==> src/rtl/tlu_serial_transmitter_fsm.sv <==
// -----------------------------------------------------------------------------
// tlu_serial_transmitter_fsm
//
// Trigger-logic-unit side of a TLU handshake. For each trigger request the
// block raises TLU_TRIGGER until the DUT answers with TLU_BUSY. It then
// shifts the current trigger number out on TLU_TRIGGER, one bit per rising
// edge of the DUT-driven TLU_CLOCK. The DUT ends the transaction by dropping
// TLU_BUSY, which increments the trigger number. An optional cycle timeout
// aborts a handshake that stalls.
//
// Ports
//   CLK                  system clock
//   RESET                asynchronous active-high reset
//   TRIGGER_REQUEST      start one transaction (sampled in IDLE)
//   TRIGGER_NUMBER_LOAD  load TRIGGER_NUMBER_INIT into the counter (IDLE only)
//   TRIGGER_NUMBER_INIT  load value
//   TLU_DATA_MSB_FIRST   1 = MSB first, 0 = LSB first (latched at start)
//   HANDSHAKE_TIMEOUT    timeout in CLK cycles, 0 disables it
//   TLU_CLOCK            asynchronous serial clock from the DUT
//   TLU_BUSY             asynchronous busy line from the DUT
//   TLU_TRIGGER          trigger pulse followed by serial data
//   TRIGGER_NUMBER       current trigger-number counter
//   READY                high while idle
//   TRIGGER_DONE         one-cycle pulse on successful completion
//   TIMEOUT_ERROR        one-cycle pulse on handshake timeout
// -----------------------------------------------------------------------------
module tlu_serial_transmitter_fsm #(
  parameter int unsigned TRIGGER_NUMBER_WIDTH = 31
) (
  input  logic                            CLK,
  input  logic                            RESET,
  input  logic                            TRIGGER_REQUEST,
  input  logic                            TRIGGER_NUMBER_LOAD,
  input  logic [TRIGGER_NUMBER_WIDTH-1:0] TRIGGER_NUMBER_INIT,
  input  logic                            TLU_DATA_MSB_FIRST,
  input  logic [15:0]                     HANDSHAKE_TIMEOUT,
  input  logic                            TLU_CLOCK,
  input  logic                            TLU_BUSY,
  output logic                            TLU_TRIGGER,
  output logic [TRIGGER_NUMBER_WIDTH-1:0] TRIGGER_NUMBER,
  output logic                            READY,
  output logic                            TRIGGER_DONE,
  output logic                            TIMEOUT_ERROR
);

  localparam int unsigned W     = TRIGGER_NUMBER_WIDTH;
  localparam int unsigned CNT_W = $clog2(W + 1);
  localparam logic [CNT_W-1:0] BIT_TOTAL = CNT_W'(W);
  localparam logic [CNT_W-1:0] BIT_ONE   = CNT_W'(1);
  localparam logic [W-1:0]     NUM_ONE   = W'(1);

  typedef enum logic [1:0] {
    ST_IDLE              = 2'd0,
    ST_SEND_TRIGGER      = 2'd1,
    ST_SHIFT_DATA        = 2'd2,
    ST_WAIT_BUSY_RELEASE = 2'd3
  } state_t;

  // Synchronizers and edge detector
  logic       tlu_clock_meta_q, tlu_clock_sync_q, tlu_clock_prev_q;
  logic       tlu_busy_meta_q, tlu_busy_sync_q;
  logic [1:0] sync_fill_q;

  // FSM and datapath state
  state_t             state_q, state_d;
  logic [W-1:0]       shift_q, shift_d;
  logic [CNT_W-1:0]   bit_cnt_q, bit_cnt_d;
  logic [15:0]        timeout_cnt_q, timeout_cnt_d;
  logic               msb_first_q, msb_first_d;
  logic               trigger_q, trigger_d;
  logic [W-1:0]       trig_num_q, trig_num_d;
  logic               ready_q, ready_d;
  logic               done_q, done_d;
  logic               timeout_err_q, timeout_err_d;

  // Derived combinational signals
  logic        tlu_clock_rise_s;
  logic        sync_ready_s;
  logic [16:0] timeout_next_s;
  logic        timeout_hit_s;
  logic [15:0] timeout_cnt_inc_s;

  // Two-stage synchronizers plus the extra stage used for rising-edge detection.
  // sync_fill_q marks when the busy synchronizer holds real samples again after
  // reset; until then a cleared stage would falsely read "not busy".
  always_ff @(posedge CLK or posedge RESET) begin
    if (RESET) begin
      tlu_clock_meta_q <= 1'b0;
      tlu_clock_sync_q <= 1'b0;
      tlu_clock_prev_q <= 1'b0;
      tlu_busy_meta_q  <= 1'b0;
      tlu_busy_sync_q  <= 1'b0;
      sync_fill_q      <= 2'b00;
    end else begin
      tlu_clock_meta_q <= TLU_CLOCK;
      tlu_clock_sync_q <= tlu_clock_meta_q;
      tlu_clock_prev_q <= tlu_clock_sync_q;
      tlu_busy_meta_q  <= TLU_BUSY;
      tlu_busy_sync_q  <= tlu_busy_meta_q;
      sync_fill_q      <= {sync_fill_q[0], 1'b1};
    end
  end

  assign tlu_clock_rise_s = tlu_clock_sync_q & ~tlu_clock_prev_q;
  assign sync_ready_s     = sync_fill_q[1];

  // Timeout fires on the edge where the count of cycles spent in the state
  // reaches HANDSHAKE_TIMEOUT; the counter saturates so a disabled timeout
  // can never wrap into a false match.
  assign timeout_next_s    = {1'b0, timeout_cnt_q} + 17'd1;
  assign timeout_hit_s     = (HANDSHAKE_TIMEOUT != 16'd0) &&
                             (timeout_next_s == {1'b0, HANDSHAKE_TIMEOUT});
  assign timeout_cnt_inc_s = (timeout_cnt_q == 16'hFFFF) ? timeout_cnt_q
                                                         : timeout_next_s[15:0];

  // Next-state and next-output logic
  always_comb begin
    state_d       = state_q;
    shift_d       = shift_q;
    bit_cnt_d     = bit_cnt_q;
    msb_first_d   = msb_first_q;
    trigger_d     = trigger_q;
    trig_num_d    = trig_num_q;
    timeout_cnt_d = 16'd0;
    done_d        = 1'b0;
    timeout_err_d = 1'b0;

    case (state_q)
      ST_IDLE: begin
        trigger_d = 1'b0;
        if (TRIGGER_NUMBER_LOAD) begin
          trig_num_d = TRIGGER_NUMBER_INIT;
        end else if (TRIGGER_REQUEST && sync_ready_s && !tlu_busy_sync_q) begin
          shift_d     = trig_num_q;
          bit_cnt_d   = '0;
          msb_first_d = TLU_DATA_MSB_FIRST;
          trigger_d   = 1'b1;
          state_d     = ST_SEND_TRIGGER;
        end else begin
          state_d = ST_IDLE;
        end
      end

      ST_SEND_TRIGGER: begin
        timeout_cnt_d = timeout_cnt_inc_s;
        if (tlu_busy_sync_q) begin
          trigger_d     = 1'b0;
          timeout_cnt_d = 16'd0;
          state_d       = ST_SHIFT_DATA;
        end else if (timeout_hit_s) begin
          trigger_d     = 1'b0;
          timeout_err_d = 1'b1;
          timeout_cnt_d = 16'd0;
          state_d       = ST_WAIT_BUSY_RELEASE;
        end else begin
          trigger_d = 1'b1;
        end
      end

      ST_SHIFT_DATA: begin
        timeout_cnt_d = timeout_cnt_inc_s;
        // Busy release wins over a simultaneous clock edge: no further bit.
        if (!tlu_busy_sync_q) begin
          trigger_d     = 1'b0;
          trig_num_d    = trig_num_q + NUM_ONE;
          done_d        = 1'b1;
          timeout_cnt_d = 16'd0;
          state_d       = ST_IDLE;
        end else if (timeout_hit_s) begin
          trigger_d     = 1'b0;
          timeout_err_d = 1'b1;
          timeout_cnt_d = 16'd0;
          state_d       = ST_WAIT_BUSY_RELEASE;
        end else if (tlu_clock_rise_s) begin
          if (bit_cnt_q < BIT_TOTAL) begin
            if (msb_first_q) begin
              trigger_d = shift_q[W-1];
              shift_d   = {shift_q[W-2:0], 1'b0};
            end else begin
              trigger_d = shift_q[0];
              shift_d   = {1'b0, shift_q[W-1:1]};
            end
            bit_cnt_d = bit_cnt_q + BIT_ONE;
          end else begin
            trigger_d = 1'b0;
          end
        end else begin
          trigger_d = trigger_q;
        end
      end

      ST_WAIT_BUSY_RELEASE: begin
        trigger_d = 1'b0;
        if (!tlu_busy_sync_q) begin
          state_d = ST_IDLE;
        end else begin
          state_d = ST_WAIT_BUSY_RELEASE;
        end
      end

      default: begin
        trigger_d = 1'b0;
        state_d   = ST_IDLE;
      end
    endcase

    ready_d = (state_d == ST_IDLE);
  end

  // State, datapath and registered-output flops
  always_ff @(posedge CLK or posedge RESET) begin
    if (RESET) begin
      state_q       <= ST_IDLE;
      shift_q       <= '0;
      bit_cnt_q     <= '0;
      timeout_cnt_q <= 16'd0;
      msb_first_q   <= 1'b0;
      trigger_q     <= 1'b0;
      trig_num_q    <= '0;
      ready_q       <= 1'b1;
      done_q        <= 1'b0;
      timeout_err_q <= 1'b0;
    end else begin
      state_q       <= state_d;
      shift_q       <= shift_d;
      bit_cnt_q     <= bit_cnt_d;
      timeout_cnt_q <= timeout_cnt_d;
      msb_first_q   <= msb_first_d;
      trigger_q     <= trigger_d;
      trig_num_q    <= trig_num_d;
      ready_q       <= ready_d;
      done_q        <= done_d;
      timeout_err_q <= timeout_err_d;
    end
  end

  assign TLU_TRIGGER    = trigger_q;
  assign TRIGGER_NUMBER = trig_num_q;
  assign READY          = ready_q;
  assign TRIGGER_DONE   = done_q;
  assign TIMEOUT_ERROR  = timeout_err_q;

endmodule

==> config.mk <==
export PLATFORM = sky130hd
export DESIGN_NAME = tlu_serial_transmitter_fsm
export DESIGN_NICKNAME = d
export VERILOG_FILES = /design/src/rtl/tlu_serial_transmitter_fsm.sv
export SDC_FILE = /design/constraint.sdc
export NUM_CORES = 1
export LEC_CHECK = 0
export CAP_MARGIN = 30
export CORE_ASPECT_RATIO = 0.6
export CORE_MARGIN = 1.5
export CORE_UTILIZATION = 42
export DETAILED_ROUTE_END_ITERATION = 8
export PLACE_DENSITY_LB_ADDON = 0.12
export SYNTH_ARGS = -nofsm -noshare
export SYNTH_HDL_FRONTEND = slang
export SYNTH_SLANG_ARGS = --single-unit
==> constraint.sdc <==
create_clock -name CLK -period 4.6 [get_ports CLK]
set_input_delay 0.92 -clock CLK [delete_from_list [all_inputs] [get_ports CLK]]
set_output_delay 0.92 -clock CLK [all_outputs]
set_load 0.005 [all_outputs]
### Word level (Yosys, flattened, before mapping)

Index checks and enable logic that the tools add are counted.

* latch bits: 0
* memories: 0
* register bits: 97
* memory bits (read-only): 0
* bits in writable memories: 0

* shift operators: 0
* add/sub/neg operators: 3
* $mul: 0
* divide/modulo/power cells: 0
* reductions and logical operators: 11
* bitwise operators: 3
* multiplexer cells: 46
* equal/unequal tests: 14
* magnitude comparators: 1

Operators by type and width (count)
* 2-to-1 mux 31 bit: 9
* case mux 31 bit (2 select lines): 2
* 2-to-1 mux 16 bit: 4
* case mux 16 bit (2 select lines): 1
* adder 31 x 1 -> 31 bit, second input constant: 1
* 2-to-1 mux 5 bit: 6
* adder 16 x 1 -> 17 bit, second input constant: 1
* equality test 17 x 16 -> 1 bit: 1
* equality test 16 bit, second input constant: 1
* != test 2 bit, second input constant: 8
* nonzero test 16 bit: 1
* 2-to-1 mux 1 bit: 15
* 2-to-1 mux 2 bit: 5
* case mux 5 bit (2 select lines): 1
* case mux 2 bit (4 select lines): 1
* AND reduction 7 bit: 1
* AND reduction 3 bit: 2
* adder 5 x 1 -> 5 bit, second input constant: 1
* less-than comparator 5 bit, second input constant: 1
* equality test 2 bit, second input constant: 2
* logical NOT 2 bit: 2
* != test 4 bit, second input constant: 1
* case mux 1 bit (4 select lines): 1
* logical AND 1 bit: 3
* other kinds (6): 7

### Logic depth before layout (Yosys ltp)

Gate-level depths: netlist of run 1.

* word-level depth: 7
* depth in mapped cells: 13
* mapped depth without buffers: 9

### Least setup slack after synthesis of run 1

Ideal clock, no wire load.

* path type: input to register
* start: in HANDSHAKE_TIMEOUT[0]
* end: reg ready_q, in the netlist READY
* library setup time: 79 ps
* slack: 1614 ps
* data arrival time: 2907 ps
* stages: 8
* required time: 4521 ps
* path buffers: 0
* path through: xnor2_1 > a311o_1 > nor4_2 > nand4_1 > or3_1 > or4_4 > a221o_1 > o211a_1

* longest elaborated chain between the ends: 6
* elaborated cells on any way between the ends: 8
* classes of those cells: eq/ne: 1; mux: 4; reduce/logical: 3

Ends and longest elaborated chain
* start: declaration: line 36 `input logic [15:0] HANDSHAKE_TIMEOUT,`
* equality test 17 x 16 -> 1 bit or nonzero test 16 bit (tied branches): line 112, 111
* logical AND 1 bit *: line 111 `assign timeout_hit_s = (HANDSHAKE_TIMEOUT != 16'd0) &&`
* 2-to-1 mux 2 bit *: line 150, 169
* 2-to-1 mux 2 bit (on tied branches): line 163, 146
* case mux 2 bit (4 select lines) *: line 128 `case (state_q)`
* logical NOT 2 bit *: line 207 `ready_d = (state_d == ST_IDLE);`
* named net ready_d: line 72 `logic ready_q, ready_d;`
* end signal: assignment: line 231 `ready_q <= ready_d;`
* end: declaration: line 72

The timed path passes the listed nets; every way through them passes the cells marked *.
A chain may end at the register's enable or synchronous reset.

### Worst setup path after layout of run 1

* start: in HANDSHAKE_TIMEOUT[10]
* end: reg bit_cnt_q[3]

* longest elaborated chain between the ends: 4
* elaborated cells on any way between the ends: 5
* classes of those cells: eq/ne: 2; reduce/logical: 3

Ends and longest elaborated chain
* equality test 17 x 16 -> 1 bit or nonzero test 16 bit (tied branches): line 112, 111
* logical AND 1 bit *: line 111
* != test 2 bit (no line) *
* AND reduction 7 bit (no line) *
* end signal: assignment: line 226 `bit_cnt_q <= bit_cnt_d;`
* end: declaration: line 67 `logic [CNT_W-1:0] bit_cnt_q, bit_cnt_d;`

Every way passes the cells marked *; elsewhere a longest branch is shown, timed or not.

==> results of run 1 <==
routing by layer:
layer	vias up	part of all wire, %	track usage (%)	wire length, um
met5	-	0	0	0
met4	0	0.38	4.52	68
met3	6	8.4	5.31	1500
met2	188	38	31.5	6720
met1	2704	54	41.6	9600
li1	2615	-	-	-
Yosys cell counts, drive strengths merged (4+ instances only):
library cell,n
o221a,16
o22ai,23
or3,4
dfrtp,96
or2,4
xnor2,19
ha,7
clkbuf,26
mux2i,56
nand4,9
nor3,10
nand2b,6
nor2,35
a21oi,52
and3,15
nand2,74
nand3,28
o211ai,4
nor4,12
inv,14
xor2,8
and4,5
o21ai,50
a22oi,7
buf,19
o221ai,15
worst min path at each step:
stage | start | end | slack [ns]
floorplan | sync_fill_q[0] | sync_fill_q[1] | 0.33
global placement | sync_fill_q[0] | sync_fill_q[1] | 0.34
detailed placement | sync_fill_q[0] | sync_fill_q[1] | 0.34
CTS | sync_fill_q[0] | sync_fill_q[1] | 0.36
global route | tlu_busy_meta_q | tlu_busy_sync_q | 0.37
finish | sync_fill_q[0] | sync_fill_q[1] | 0.35
sequential cells by signal (all words and copies together), names as in the netlist, 2 cells and up:
signal,count
bit_cnt_q,5
state_q,2
sync_fill_q,2
TRIGGER_NUMBER,31
timeout_cnt_q,16
shift_q,31
power by group through the flow:
stage	combinational, W	clock (W)	sequential, W
4_1_cts	0.000558	0.000754	0.00116
2_1_floorplan	0.000353	0	0.00112
3_5_place_dp	0.000556	0	0.00118
3_3_place_gp	0.000541	0	0.00117
5_1_grt	0.000617	0.000791	0.00119
6_report	0.000556	0.000736	0.00117
stage by stage:
step	cells	area (sq um)	utilization, %
final	924	7380	53.2
after global routing	924	7380	53.2
after detailed placement	908	7100	51.2
after floorplan	660	6060	-
after global placement	908	7100	51.2
after CTS	924	7380	53.2
kinds of logic after synthesis:
family	after synthesis	synth area share (%)
compound gates	197	21.6
fa+ha+maj	7	1.44
mux	59	9.80
other cells	1	0.0619
simple gates	210	18.1
flops	97	40.1
buf+inv	60	4.31
xor+xnor	29	4.64
cell type report:
cell class	count	share of cell area [%]
clock buffer	10	3.10
clock inverter	6	0.712
inverter	15	0.797
multi-input combinational	503	46.0
sequential	97	32.9
tap	192	3.26
timing repair buffer	101	13.3
==> reports/qor.json, run 1 <==
{
  "run_status": "complete, no violations",
  "route.vias.total": 5513,
  "static_leak_nw": 2.77,
  "cts_hold_repair.buffers": 0,
  "dpl_worst_slack_ns": 0.681,
  "grt_first_pass_wirelength_mm": 28.6,
  "fill_cells": 1308,
  "r2r_setup_slk_ns": 1.03,
  "die_y_um": 96.1,
  "worstMarginPinSlew_ns": 0.864,
  "quantity_of_i_o_buffers_inserted_on_ports": 88,
  "critical_path.reg2reg.startpoint": "timeout_cnt_q[0]",
  "tritoncts": "done",
  "timing.critical_path.arrival_ns": 3.91,
  "final_worst_clock_skew_ns": 0.00903,
  "library_cell_contributing_the_largest_single_delay_on_the_critical_path": "clkdlybuf4s50_1",
  "holdWs_ns": 0.355,
  "timing.final.ws_setup_ns": 0.953,
  "cp-startpoint": "HANDSHAKE_TIMEOUT[10]",
  "ctsHtreeMaxLevel": 3,
  "insertion_delay_ns": 0.35,
  "flow.area_growth_from_synthesis_pct": 21.7,
  "drive_gt1_share_pct": 7.51,
  "die_footprint_sq_um": 15200,
  "max_cap_violations": 0,
  "dr.pass1.iters": 6,
  "drt_iter0_drc": 589,
  "regToRegEndpoint": "bit_cnt_q[3]",
  "power.share.clock_pct": 29.9,
  "cts_post_setup_buffers_inserted": 0,
  "swShare_pct": 32.2,
  "synth_area_sq_um": 6060,
  "critPathKind": "primary input to flop",
  "synth_enable_flop_cells": 0,
  "synthArstFlopShare_pct": 100,
  "ys.warnings.count": 0,
  "initial_cell_density_of_the_core_pct": 43.7,
  "ys_seq_area_share_pct": 40.1,
  "core_region_area_sq_um": 13900,
  "timing_max_transition_violations_final": 0,
  "grt_setup_unrepaired": "no",
  "final-setup-viol-count": 0,
  "routed_wirelength_mm": 17.9,
  "numCtsBuffers": 9,
  "crit_chain": "clkdlybuf4s50_1 > inv_1 > a311o_1 > a2111oi_0 > o2111ai_1 > nor4_2 > a21oi_2 > buf_4 > a41o_1 > a31oi_1",
  "crit_cells": 10,
  "maximum_number_of_pins_on_one_net_before_global_route_repair": 62,
  "sequential_cell_area_in_the_final_layout_sq_um": 2430,
  "critPathCapture": "bit_cnt_q[3]",
  "worst_setup_hold_path_clk_slew_ns": 0.08,
  "cp_num_buf_inv": 3,
  "crit_required_ns": 4.86,
  "synth_top_area_share_pct": 39.6,
  "ctsLongestPathBuffers": 2,
  "cts_resized": 0,
  "worstHoldPathCells": 0,
  "finalWeightedCongestion": 0.929,
  "std_cell_rows": 33,
  "final_net_count": 788,
  "synth.top_cells.by_area": "dfrtp_1 40%, mux2i_1 9.2%, nand2_1 4.5%",
  "power.switching_w": 0.000793,
  "synth_cell_types": 72,
  "clock-root-buffer": "clkbuf_16",
  "critical_path_peak_fanout": 36,
  "setup_tns_ns": 0,
  "design_power_total_w": 0.00246,
  "power.density_cell_area_nw_per_um2": 333,
  "achievable-frequency_mhz": 274,
  "final_min_period_over_clock_period_pct": 79.3,
  "overflow": 0,
  "relSlewSlack_pct": 42.2,
  "antenna_found_initial": 0,
  "layout.cells.most_common": "dfrtp_1",
  "drc_errors": 0,
  "detail_route.vias_per_cell": 5.97,
  "multi_input_comb_area_sq_um": 3390,
  "hold_viol": 0,
  "syn-instance-count": 660,
  "irDropWorstVdd_v": 0.000195,
  "power.combinational.fraction_pct": 22.6,
  "gr-usage-all-layers_pct": 24.9,
  "max_stage_delay_ns": 0.55,
  "fp.dieW_um": 158,
  "timing.reg2reg.worst_path_depth": 10,
  "layout_min_cycle_time_ns": 3.65,
  "internal_power_w": 0.00167,
  "drt.antenna.violating_nets": 0,
  "dp_hpwl_mm": 12.8,
  "via_count_of_the_first_global_routing_pass": 5149,
  "critical_path.startpoint_type": "primary input",
  "hp-class": "flop to flop",
  "boundaryPins": 89,
  "setup.worst_path.end_class": "flop",
  "ys_ff_latch": 97,
  "postSynthAreaPerCell_sq_um": 9.18,
  "clock_sink_count": 97,
  "post_drt_wl_per_cell_um": 19.4,
  "antenna-diode-count": 0,
  "flip_flop_cell_with_the_highest_count_after_synthesis": "dfrtp_1",
  "sequential_share_of_power_pct": 47.5,
  "final_cell_mix": "96 x dfrtp_1, 88 x clkdlybuf4s50_1, 73 x nand2_1",
  "synth_top_area_cell": "dfrtp_1",
  "syn-num-nets": 721,
  "critPathTopFamily": "compound AO/OA/AOI/OAI gates"
}
No activity file was read; power rests on OpenSTA's default activity.
==> inputs of run 2 (changes only) <==
- clock period: 4.6 -> 3.6 ns (I/O delays scaled with it)
==> run 2 against run 1 <==
Global-route usage is 0.44 points lower. Register-to-register slack lost 0.73 ns. Sequential power up 29%.
==> reports/qor.json, run 2 (synthesis results as in run 1) <==
{
  "cts_post_setup_buffers_inserted": {"value": 0, "change": "unchanged"},
  "layout_min_cycle_time_ns": 3.30,
  "dr.pass1.iters": {"value": 5, "change": "-1"},
  "timing.critical_path.arrival": {"value": 3.50, "unit": "ns", "change": "-0.41 ns"},
  "route.vias.total": {"value": 5542, "change": "+0.53%"},
  "holdPathEnd": "tlu_busy_sync_q",
  "std_cell_rows": {"value": 33, "change": "unchanged"},
  "timing.final.ws_setup": {"value": 0.304, "unit": "ns", "change": "-0.649 ns"},
  "flow.area_growth_from_synthesis_pct": 24.8,
  "setup_tns": {"value": 0, "unit": "ns", "change": "unchanged"},
  "sequential_share_of_power": {"value": 45.7, "unit": "%", "change": "-1.8 points"},
  "min-delay-start": "tlu_busy_meta_q",
  "die_y": {"value": 96.1, "unit": "um", "change": "unchanged"},
  "relSlewSlack": {"value": 47.8, "unit": "%", "change": "+5.6 points"},
  "static_leak": {"value": 2.87, "unit": "nW", "change": "+3.7%"},
  "hp-class": "flop to flop",
  "boundaryPins": {"value": 89, "change": "unchanged"},
  "initial_cell_density_of_the_core": {"value": 43.7, "unit": "%", "change": "unchanged"},
  "post-place-cells": {"value": 920, "change": "+1.3%"},
  "finalWeightedCongestion": {"value": 0.931, "change": "+0.19%"},
  "critPathKind": "flop to flop",
  "ctsHtreeMaxLevel": {"value": 3, "change": "unchanged"},
  "via_count_of_the_first_global_routing_pass": {"value": 5042, "change": "-2.1%"},
  "final_worst_clock_skew": {"value": 0.0101, "unit": "ns", "change": "+0.00104 ns"},
  "drc_errors": {"value": 0, "change": "unchanged"},
  "drt.antenna.violating_nets": {"value": 0, "change": "unchanged"},
  "overflow": {"value": 0, "change": "unchanged"},
  "final_min_period_over_clock_period_pct": 91.5,
  "maximum_number_of_pins_on_one_net_before_global_route_repair": {"value": 45, "change": "-27%"},
  "routed_wirelength": {"value": 17.8, "unit": "mm", "change": "-0.48%"},
  "power.combinational.fraction": {"value": 21.5, "unit": "%", "change": "-1.1 points"},
  "power.density_cell_area": {"value": 436, "unit": "nW/um^2", "change": "+31%"},
  "worstMarginPinSlew": {"value": 0.783, "unit": "ns", "change": "-0.0818 ns"},
  "core_region_area": {"value": 13900, "unit": "sq um", "change": "unchanged"},
  "final_cell_mix": "96 x dfrtp_1, 88 x clkdlybuf4s50_1, 73 x nand2_1",
  "r2r_setup_slk": {"value": 0.30, "unit": "ns", "change": "-0.73 ns"},
  "hold_viol": {"value": 0, "change": "unchanged"},
  "power.switching": {"value": 0.000988, "unit": "W", "change": "+25%"},
  "dpl-instance-area": {"value": 7220, "unit": "sq um", "change": "+1.8%"},
  "grt_setup_unrepaired": "no",
  "critical_path_peak_fanout": {"value": 34, "change": "-5.6%"},
  "dp_hpwl": {"value": 13.1, "unit": "mm", "change": "+2.5%"},
  "quantity_of_i_o_buffers_inserted_on_ports": {"value": 88, "change": "unchanged"},
  "numCtsBuffers": {"value": 9, "change": "unchanged"},
  "timing.reg2reg.worst_path_depth": {"value": 9, "change": "-1"},
  "dpl_worst_slack": {"value": 0.0398, "unit": "ns", "change": "-0.641 ns"},
  "worstHoldPathCells": {"value": 0, "change": "unchanged"},
  "instances_no_fill": {"value": 936, "change": "+1.3%"},
  "swShare": {"value": 29.9, "unit": "%", "change": "-2.3 points"},
  "ctsLongestPathBuffers": {"value": 2, "change": "unchanged"},
  "tritoncts": "done",
  "irDropWorstVdd": {"value": 0.000250, "unit": "V", "change": "+28%"},
  "drive_gt1_share": {"value": 9.14, "unit": "%", "change": "+1.6 points"},
  "run_status": "complete, no violations",
  "die_footprint": {"value": 15200, "unit": "sq um", "change": "unchanged"},
  "critical_path.reg2reg.startpoint": "timeout_cnt_q[5]",
  "grt_first_pass_wirelength": {"value": 28.4, "unit": "mm", "change": "-0.67%"},
  "achievable-frequency_mhz": 303,
  "antenna_found_initial": {"value": 0, "change": "unchanged"},
  "insertion_delay": {"value": 0.35, "unit": "ns", "change": "about the same"},
  "clock-root-buffer": "clkbuf_16",
  "antenna-diode-count": {"value": 0, "change": "unchanged"},
  "layout.cells.most_common": "dfrtp_1",
  "post-route-cell-area": {"value": 7560, "unit": "sq um", "change": "+2.5%"},
  "max_cap_violations": {"value": 0, "change": "unchanged"},
  "crit_required": {"value": 3.80, "unit": "ns", "change": "-1.06 ns"},
  "clock_sink_count": {"value": 97, "change": "unchanged"},
  "final_net_count": {"value": 800, "change": "+1.5%"},
  "detail_route.vias_per_cell": {"value": 5.92, "change": "-0.76%"},
  "final-setup-viol-count": {"value": 0, "change": "unchanged"},
  "regToRegEndpoint": "shift_q[29]",
  "internal_power": {"value": 0.00231, "unit": "W", "change": "+39%"},
  "drt_iter0_drc": {"value": 480, "change": "-19%"},
  "setup.worst_path.end_class": "flop",
  "cts_hold_repair.buffers": {"value": 0, "change": "unchanged"},
  "timing_max_transition_violations_final": {"value": 0, "change": "unchanged"},
  "gr-usage-all-layers": {"value": 24.4, "unit": "%", "change": "-0.44 points"},
  "power.share.clock": {"value": 32.8, "unit": "%", "change": "+2.9 points"},
  "worst_setup_hold_path_clk_slew": {"value": 0.07, "unit": "ns", "change": "about the same"},
  "post_drt_wl_per_cell": {"value": 19.0, "unit": "um", "change": "-1.8%"},
  "fp.dieW": {"value": 158, "unit": "um", "change": "unchanged"},
  "critical_path.startpoint_type": "flop"
}
run 2: cell types whose count changed in the layout (fill, tap and decap cells not counted), sizes merged:
cell and change:
inv -1, clkinv -1, buf +12, clkbuf +1
clkinvlp -1, bufinv +2
run 2: worst max-delay path by stage:
stage | start | endpoint | slack (ns) | cells past startpoint
final | timeout_cnt_q[5] | shift_q[29] | 0.30 | 9
after floorplan | RESET | TIMEOUT_ERROR | 0.35 | 1
after detailed placement | HANDSHAKE_TIMEOUT[10] | shift_q[29] | 0.04 | 10
after CTS | timeout_cnt_q[0] | shift_q[29] | 0.26 | 10
after global routing | timeout_cnt_q[5] | shift_q[29] | 0.09 | 9
after global placement | HANDSHAKE_TIMEOUT[10] | shift_q[19] | 0.13 | 10
run 2: timing repair:
| item | CTS | global route |
|---|---|---|
| endpoints found under the setup margin | 0 | 1 |
| endpoints found under the hold margin | 0 | 0 |
| gates resized for setup | 0 | 1 |
run 2: metrics by stage:
step                      utilization [%]  power, W  hold WS [ns]
after CTS                            54.5   0.00333         0.354
after detailed placement             52.1   0.00223         0.337
after global routing                 54.5   0.00348         0.360
final                                54.5   0.00330         0.352
after floorplan                         -   0.00188         0.331
after global placement               52.1   0.00221         0.337
run 2: per-layer routing:
metal / up-vias / track usage (%) / share of wire (%)
met3: 10 / 6.03 / 7.8
met5: - / 0 / 0
met2: 217 / 30.5 / 38
met1: 2680 / 40.6 / 54
li1: 2635 / - / -
met4: 0 / 4.44 / 0.60
run 2: area by class of cell:
cell class / instances / area [sq um]
well taps: 192 / 240
fillers: 1281 / 6310
clock buffers: 11 / 253
multi-input cells: 503 / 3390
flip-flops and latches: 97 / 2430
repair buffers: 113 / 1110
inverters: 15 / 58.8
clock inverters: 5 / 85.1
run 2: critical path, cell delays in order (launching register included):
cell,delay (ns)
dfrtp_1,0.57
nand4_4,0.31
nor3_1,0.56
mux2i_1,0.36
o2111ai_1,0.21
nor4_2,0.44
a21oi_2,0.16
buf_12,0.20
o221ai_1,0.22
o21ai_1,0.12
run 2: power by group through the flow:
stage | registers (W) | clock network (W) | logic, W
floorplan | 0.00143 | 0 | 0.000451
global placement | 0.00151 | 0 | 0.000692
detailed placement | 0.00152 | 0 | 0.000708
CTS | 0.00150 | 0.00111 | 0.000715
global route | 0.00154 | 0.00115 | 0.000787
finish | 0.00151 | 0.00108 | 0.000711
==> patch 1, RTL diff (settings of run 2) <==
The parameter `TRIGGER_NUMBER_WIDTH` goes from 31 to 39.
--- a/src/rtl/tlu_serial_transmitter_fsm.sv
+++ b/src/rtl/tlu_serial_transmitter_fsm.sv
@@ -25,7 +25,7 @@
 //   TIMEOUT_ERROR        one-cycle pulse on handshake timeout
 // -----------------------------------------------------------------------------
 module tlu_serial_transmitter_fsm #(
-  parameter int unsigned TRIGGER_NUMBER_WIDTH = 31
+  parameter int unsigned TRIGGER_NUMBER_WIDTH = 39
 ) (
   input  logic                            CLK,
   input  logic                            RESET,
Interface: changed (resized TRIGGER_NUMBER and TRIGGER_NUMBER_INIT); port bits go from 89 to 105. The function was not compared with the original's and may differ.
==> patch 1 against run 2 <==
Design area grew 21%. Routed wire length grew 24%. Synthesized cell count increased by 26%. Clock skew down 0.0012 ns. Sequential cell count increased by 17. Non-clock buffer count up 20. Combinational power grew 29%. Setup slack improved by 0.066 ns. Total power grew 34%. Area after synthesis increased by 19%. Worst hold slack worse by 0.0056 ns. Via count rose by 23%. Largest power group unchanged.
==> patch 1: results (changes against run 2) <==
stage,metric,value,unit,change
status,status,"finished, final reports clean",,
critical_path,critPathSlowestCell,dfrtp_1,,
logic_synthesis,synthXorXnorAreaFrac,3.663,%,-0.98 points
clock_network,htreeDepth,4,,+1
logic_synthesis,synth_cells,830,,+26%
clock_network,cts_root_buf,clkbuf_16,,
power_and_ir_drop,p_leak,3.643,nW,+27%
logic_synthesis,synthAdderAreaFrac,1.209,%,-0.24 points
placement,hpwl,15520,um,+18%
sta,skew,0.008828,ns,-0.001238 ns
routing,first_iter_violations,745,,+55%
cells_and_area,drive_above_1_share,10.94,%,+1.8 points
placement,dp.cells,1128,,+23%
logic_synthesis,ys_warn_count,0,,unchanged
power_and_ir_drop,peakVddDrop,0.3392,mV,+36%
logic_synthesis,synthArstFlopShare,100.0,%,unchanged
cells_and_area,instances_no_fill,1160,,+24%
routing,drt_pass1_iterations,5,,unchanged
logic_synthesis,ys_top_cells_by_count,"120 x nand2_1, 113 x dfrtp_1, 70 x o22ai_1, 68 x o21ai_0, 60 x a21oi_1",,
logic_synthesis,seq_area_frac_synth,39.41,%,-0.65 points
placement,numPortBuffers,104,,+18%
sta,relSlewSlack,37.64,%,-10 points
cells_and_area,final_nets,988,,+24%
clock_network,clk_path_buf_depth,2,,unchanged
routing,vias_per_cell,5.891,,-0.51%
clock_network,cts_resized,0,,unchanged
critical_path,critPathMaxFanout,14,,-59%
critical_path,cpLargestDelayFamily,simple AND/OR/NAND/NOR gates,,
clock_network,path_clk_slew,0.06,ns,
min_path,min_path_type,reg2reg,,
global_routing,antenna_found_initial,0,,unchanged
global_routing,grt_usage,24.92,%,+0.49 points
logic_synthesis,synth_area_leaders,"dfrtp_1 39%, mux2i_1 6.8%, nand2_1 6.2%",,
logic_synthesis,ys.flop_type,dfrtp_1,,
logic_synthesis,ys_types,79,,+9.7%
power_and_ir_drop,switchingPower,0.001363,W,+38%
critical_path,worst_path_largest_cell_delay,0.55,ns,-0.02 ns
clock_network,clk_latency,0.41,ns,+0.06 ns
logic_synthesis,synth_compound_area_share,21.63,%,about the same
global_routing,grt_pass1_vias,6298,,+25%
critical_path,crit_arrival,3.56,ns,+0.06 ns
clock_network,postCtsSetupBuffers,0,,unchanged
placement,dpl_cell_area,8507,sq um,+18%
clock_network,numCtsBuffers,17,,+8
cells_and_area,fillers,1522,,+19%
placement,gp_congestion,0.9681,,+4.0%
cells_and_area,n_antenna_cell,0,,unchanged
logic_synthesis,synth.area.mux_share,6.928,%,-2.9 points
logic_synthesis,syn_nets,899,,+25%
placement,place_ws,0.1414,ns,+0.1016 ns
global_routing,grt_pass1_wl,35660,um,+25%
routing,wl,22050,um,+24%
global_routing,grt_start_max_net_pins,102,,+130%
-- patch 1: kinds of logic after synthesis --
kind of cell	after synthesis
AND/OR/NAND/NOR	302
AO/OA/AOI/OAI	254
flip-flops	114
buffers and inverters	75
multiplexers	50
XOR/XNOR	27
adder cells (fa/ha/maj)	7
other	1
-- patch 1: layout make-up --
type                            instances  area (sq um)  area share (%)
Inverter                               12         48.80          0.5351
Clock buffer                           17         425.4           4.665
Sequential cell                       114          2855           31.31
Clock inverter                         15         186.4           2.044
Multi-Input combinational cell        641          4021           44.10
Tap cell                              228         285.3           3.128
Timing Repair Buffer                  133          1296           14.22
-- patch 1: worst paths after layout --
kind,start,to,slack (ns),cells after the start
hold / removal,sync_fill_q[0],sync_fill_q[1],0.35,0
hold reg to reg,sync_fill_q[0],sync_fill_q[1],0.35,0
min in group asynchronous,RESET,tlu_busy_sync_q,0.72,2
setup / recovery,timeout_cnt_q[0],timeout_cnt_q[15],0.37,9
max in group asynchronous,RESET,TRIGGER_NUMBER[9],2.14,3
setup reg to reg,timeout_cnt_q[0],timeout_cnt_q[15],0.37,9
-- patch 1: routing by layer --
layer	GRT usage [%]	share of wire, %	vias up
li1	-	-	3232
met3	5.640	7.7	22
met2	32.23	39	264
met1	40.56	52	3315
met5	0	0	-
met4	5.514	0.97	0
-- patch 1: power groups by stage --
stage / Combinational (W) / Sequential [W] / Clock [W]
2_1_floorplan: 0.000598 / 0.00167 / 0
3_3_place_gp: 0.000887 / 0.00177 / 0
3_5_place_dp: 0.000909 / 0.00178 / 0
4_1_cts: 0.000919 / 0.00176 / 0.00177
5_1_grt: 0.00101 / 0.00181 / 0.00184
6_report: 0.000916 / 0.00177 / 0.00175
==> patch 2, RTL diff (settings of run 2) <==
Without the edit above. Remove the register `timeout_err_q`: a continuous assignment takes its place, so the output `TIMEOUT_ERROR` follows one clock earlier.
--- a/src/rtl/tlu_serial_transmitter_fsm.sv
+++ b/src/rtl/tlu_serial_transmitter_fsm.sv
@@ -219,7 +219,6 @@
       trig_num_q    <= '0;
       ready_q       <= 1'b1;
       done_q        <= 1'b0;
-      timeout_err_q <= 1'b0;
     end else begin
       state_q       <= state_d;
       shift_q       <= shift_d;
@@ -230,9 +229,10 @@
       trig_num_q    <= trig_num_d;
       ready_q       <= ready_d;
       done_q        <= done_d;
-      timeout_err_q <= timeout_err_d;
     end
   end
+
+  assign timeout_err_q = timeout_err_d;
 
   assign TLU_TRIGGER    = trigger_q;
   assign TRIGGER_NUMBER = trig_num_q;
Function: changed (a bounded check fails within 4 cycles, from zero or initial values and one cycle with RESET high).
==> patch 2 against run 2 <==
Total power decreased by 1.5%. Maximum frequency decreased by 6.7%. Routed wire length increased by 5.4%. Design area increased by 6.2%. Largest power group unchanged. Setup slack got worse by 0.24 ns. Sequential cell count decreased by 1. Area after synthesis decreased by 0.41%. Sequential share of layout area decreased by 2.1 points.
==> patch 2: results (changes against run 2) <==
stage,metric,value,unit,change
status,status,"finished, final reports clean",,
placement,dp.cells,977,,+6.2%
sta,skew,0.009622,ns,-0.0004450 ns
logic_synthesis,seq_area_frac_synth,39.81,%,-0.25 points
logic_synthesis,syn_nets,720,,-0.14%
critical_path,worst_path_largest_cell_delay,0.49,ns,-0.08 ns
min_path,min_from,sync_fill_q[0],,
cells_and_area,n_antenna_cell,0,,unchanged
cells_and_area,fillers,1251,,-2.3%
placement,dpl_cell_area,7610,sq um,+5.3%
power_and_ir_drop,p_leak,3.219,nW,+12%
logic_synthesis,synth_area_leaders,"dfrtp_1 39%, mux2i_1 9.3%, nand2_1 4.5%",,
placement,hpwl,13970,um,+6.5%
min_path,hold_depth,0,,unchanged
routing,vias,5821,,+5.0%
global_routing,grt_pass1_vias,5346,,+6.0%
routing,avgRoutedWirePerCell,18.80,um,-1.1%
min_path,whs_endpoint,sync_fill_q[1],,
power_and_ir_drop,peakVddDrop,0.2455,mV,-1.8%
global_routing,grt_usage,25.77,%,+1.3 points
placement,gp_congestion,0.9153,,-1.7%
cells_and_area,final_nets,862,,+7.8%
sta,relSlewSlack,38.12,%,-9.7 points
placement,place_ws,-0.6255,ns,-0.6653 ns
global_routing,grt_start_max_net_pins,51,,+13%
cells_and_area,instances_no_fill,998,,+6.6%
critical_path,critPathSlowestCell,clkdlybuf4s50_1,,
critical_path,reg2reg_to,shift_q[15],,
critical_path,worstRegToRegCells,12,,+3
routing,first_iter_violations,516,,+7.5%
logic_synthesis,synthArstFlopShare,100.0,%,unchanged
global_routing,grt_pass1_wl,29860,um,+5.0%
cells_and_area,drive_above_1_share,17.49,%,+8.4 points
critical_path,reg2reg_slack,0.37,ns,+0.07 ns
logic_synthesis,ys_top_cells_by_count,"95 x dfrtp_1, 73 x nand2_1, 56 x mux2i_1, 51 x a21oi_1, 35 x nor2_1",,
critical_path,critPathMaxFanout,2,,-94%
critical_path,rr_startpoint,timeout_cnt_q[1],,
logic_synthesis,synth_area_per_cell,9.161,sq um,-0.26%
## patch 2: changes by cell type in the layout (fill, tap and decap cells not counted), sizes merged
cell | before | now
buf | 25 | 89
clkinvlp | 1 | 0
inv | 15 | 16
clkdlybuf4s50 | 88 | 75
clkinv | 2 | 3
dfrtp | 96 | 95
clkbuf | 11 | 10
dlygate4sd2 | 0 | 12
## patch 2: worst max-delay path: cells and delay by family
family                 cells  cell delay (ns)
AND/OR/NAND/NOR            7             1.49
buffers and inverters      2             0.60
## patch 2: routing by layer
layer  global-route usage, %  routed length, um  part of all wire, %
met1                   43.58              10150                   54
met2                   32.60               7221                   38
met3                   5.358               1299                  6.9
met4                   3.302                 92                 0.49
met5                       0                  0                    0
## patch 2: worst max path at each step
stage,from,endpoint,slack [ns],cells past startpoint
3_5_place_dp,HANDSHAKE_TIMEOUT[0],TIMEOUT_ERROR,-0.63,9
3_3_place_gp,HANDSHAKE_TIMEOUT[0],TIMEOUT_ERROR,-0.59,9
4_1_cts,timeout_cnt_q[1],TIMEOUT_ERROR,0.04,9
5_1_grt,timeout_cnt_q[1],TIMEOUT_ERROR,-0.03,11
2_1_floorplan,RESET,TLU_TRIGGER,0.38,1
6_report,HANDSHAKE_TIMEOUT[13],TIMEOUT_ERROR,0.07,9
## patch 2: repair_timing
action | CTS | global route
resized for setup | 25 | 7
hold buffers | 0 | 0
cloned | 0 | 0
pin swaps | 10 | 6
setup buffers | 3 | 2
setup endpoints to repair | 1 | 1
## patch 2: metrics by stage
step                hold slack, ns  util [%]
floorplan                   0.3312         -
global placement            0.3360     55.02
detailed placement          0.3403     55.02
CTS                         0.3564     57.77
global route                0.3610     58.08
finish                      0.3518     58.08
## patch 2: area by class of cell
cell class	instances	area (sq um)	area share, %
flip-flops and latches	96	2407	29.96
clock inverters	6	91.34	1.137
repair buffers	176	1538	19.14
inverters	15	58.81	0.7320
clock buffers	10	229.0	2.850
multi-input cells	503	3470	43.19
well taps	192	240.2	2.990
## patch 2: kinds of logic (layout without fill, tap and decap cells)
logic type                 Yosys count  count (layout)  synth area share [%]
other                                1               1               0.06212
muxes                               59              59                 9.845
AOI/OAI and AO/OA                  197             197                 21.70
DFF                                 96              96                 39.81
xor gates and xnor gates            29              29                 4.663
and+or+nand+nor                    210             210                 18.13
adders and majority gates            7               7                 1.451
buffers and inverters               60             207                 4.331
## patch 2: power by group
group	leakage [nW]	switching [W]	internal (W)	total (W)
sequential	1.15	0.000254	0.00125	0.00150
combinational	1.91	0.000306	0.000407	0.000713
clock	0.157	0.000421	0.000615	0.00104
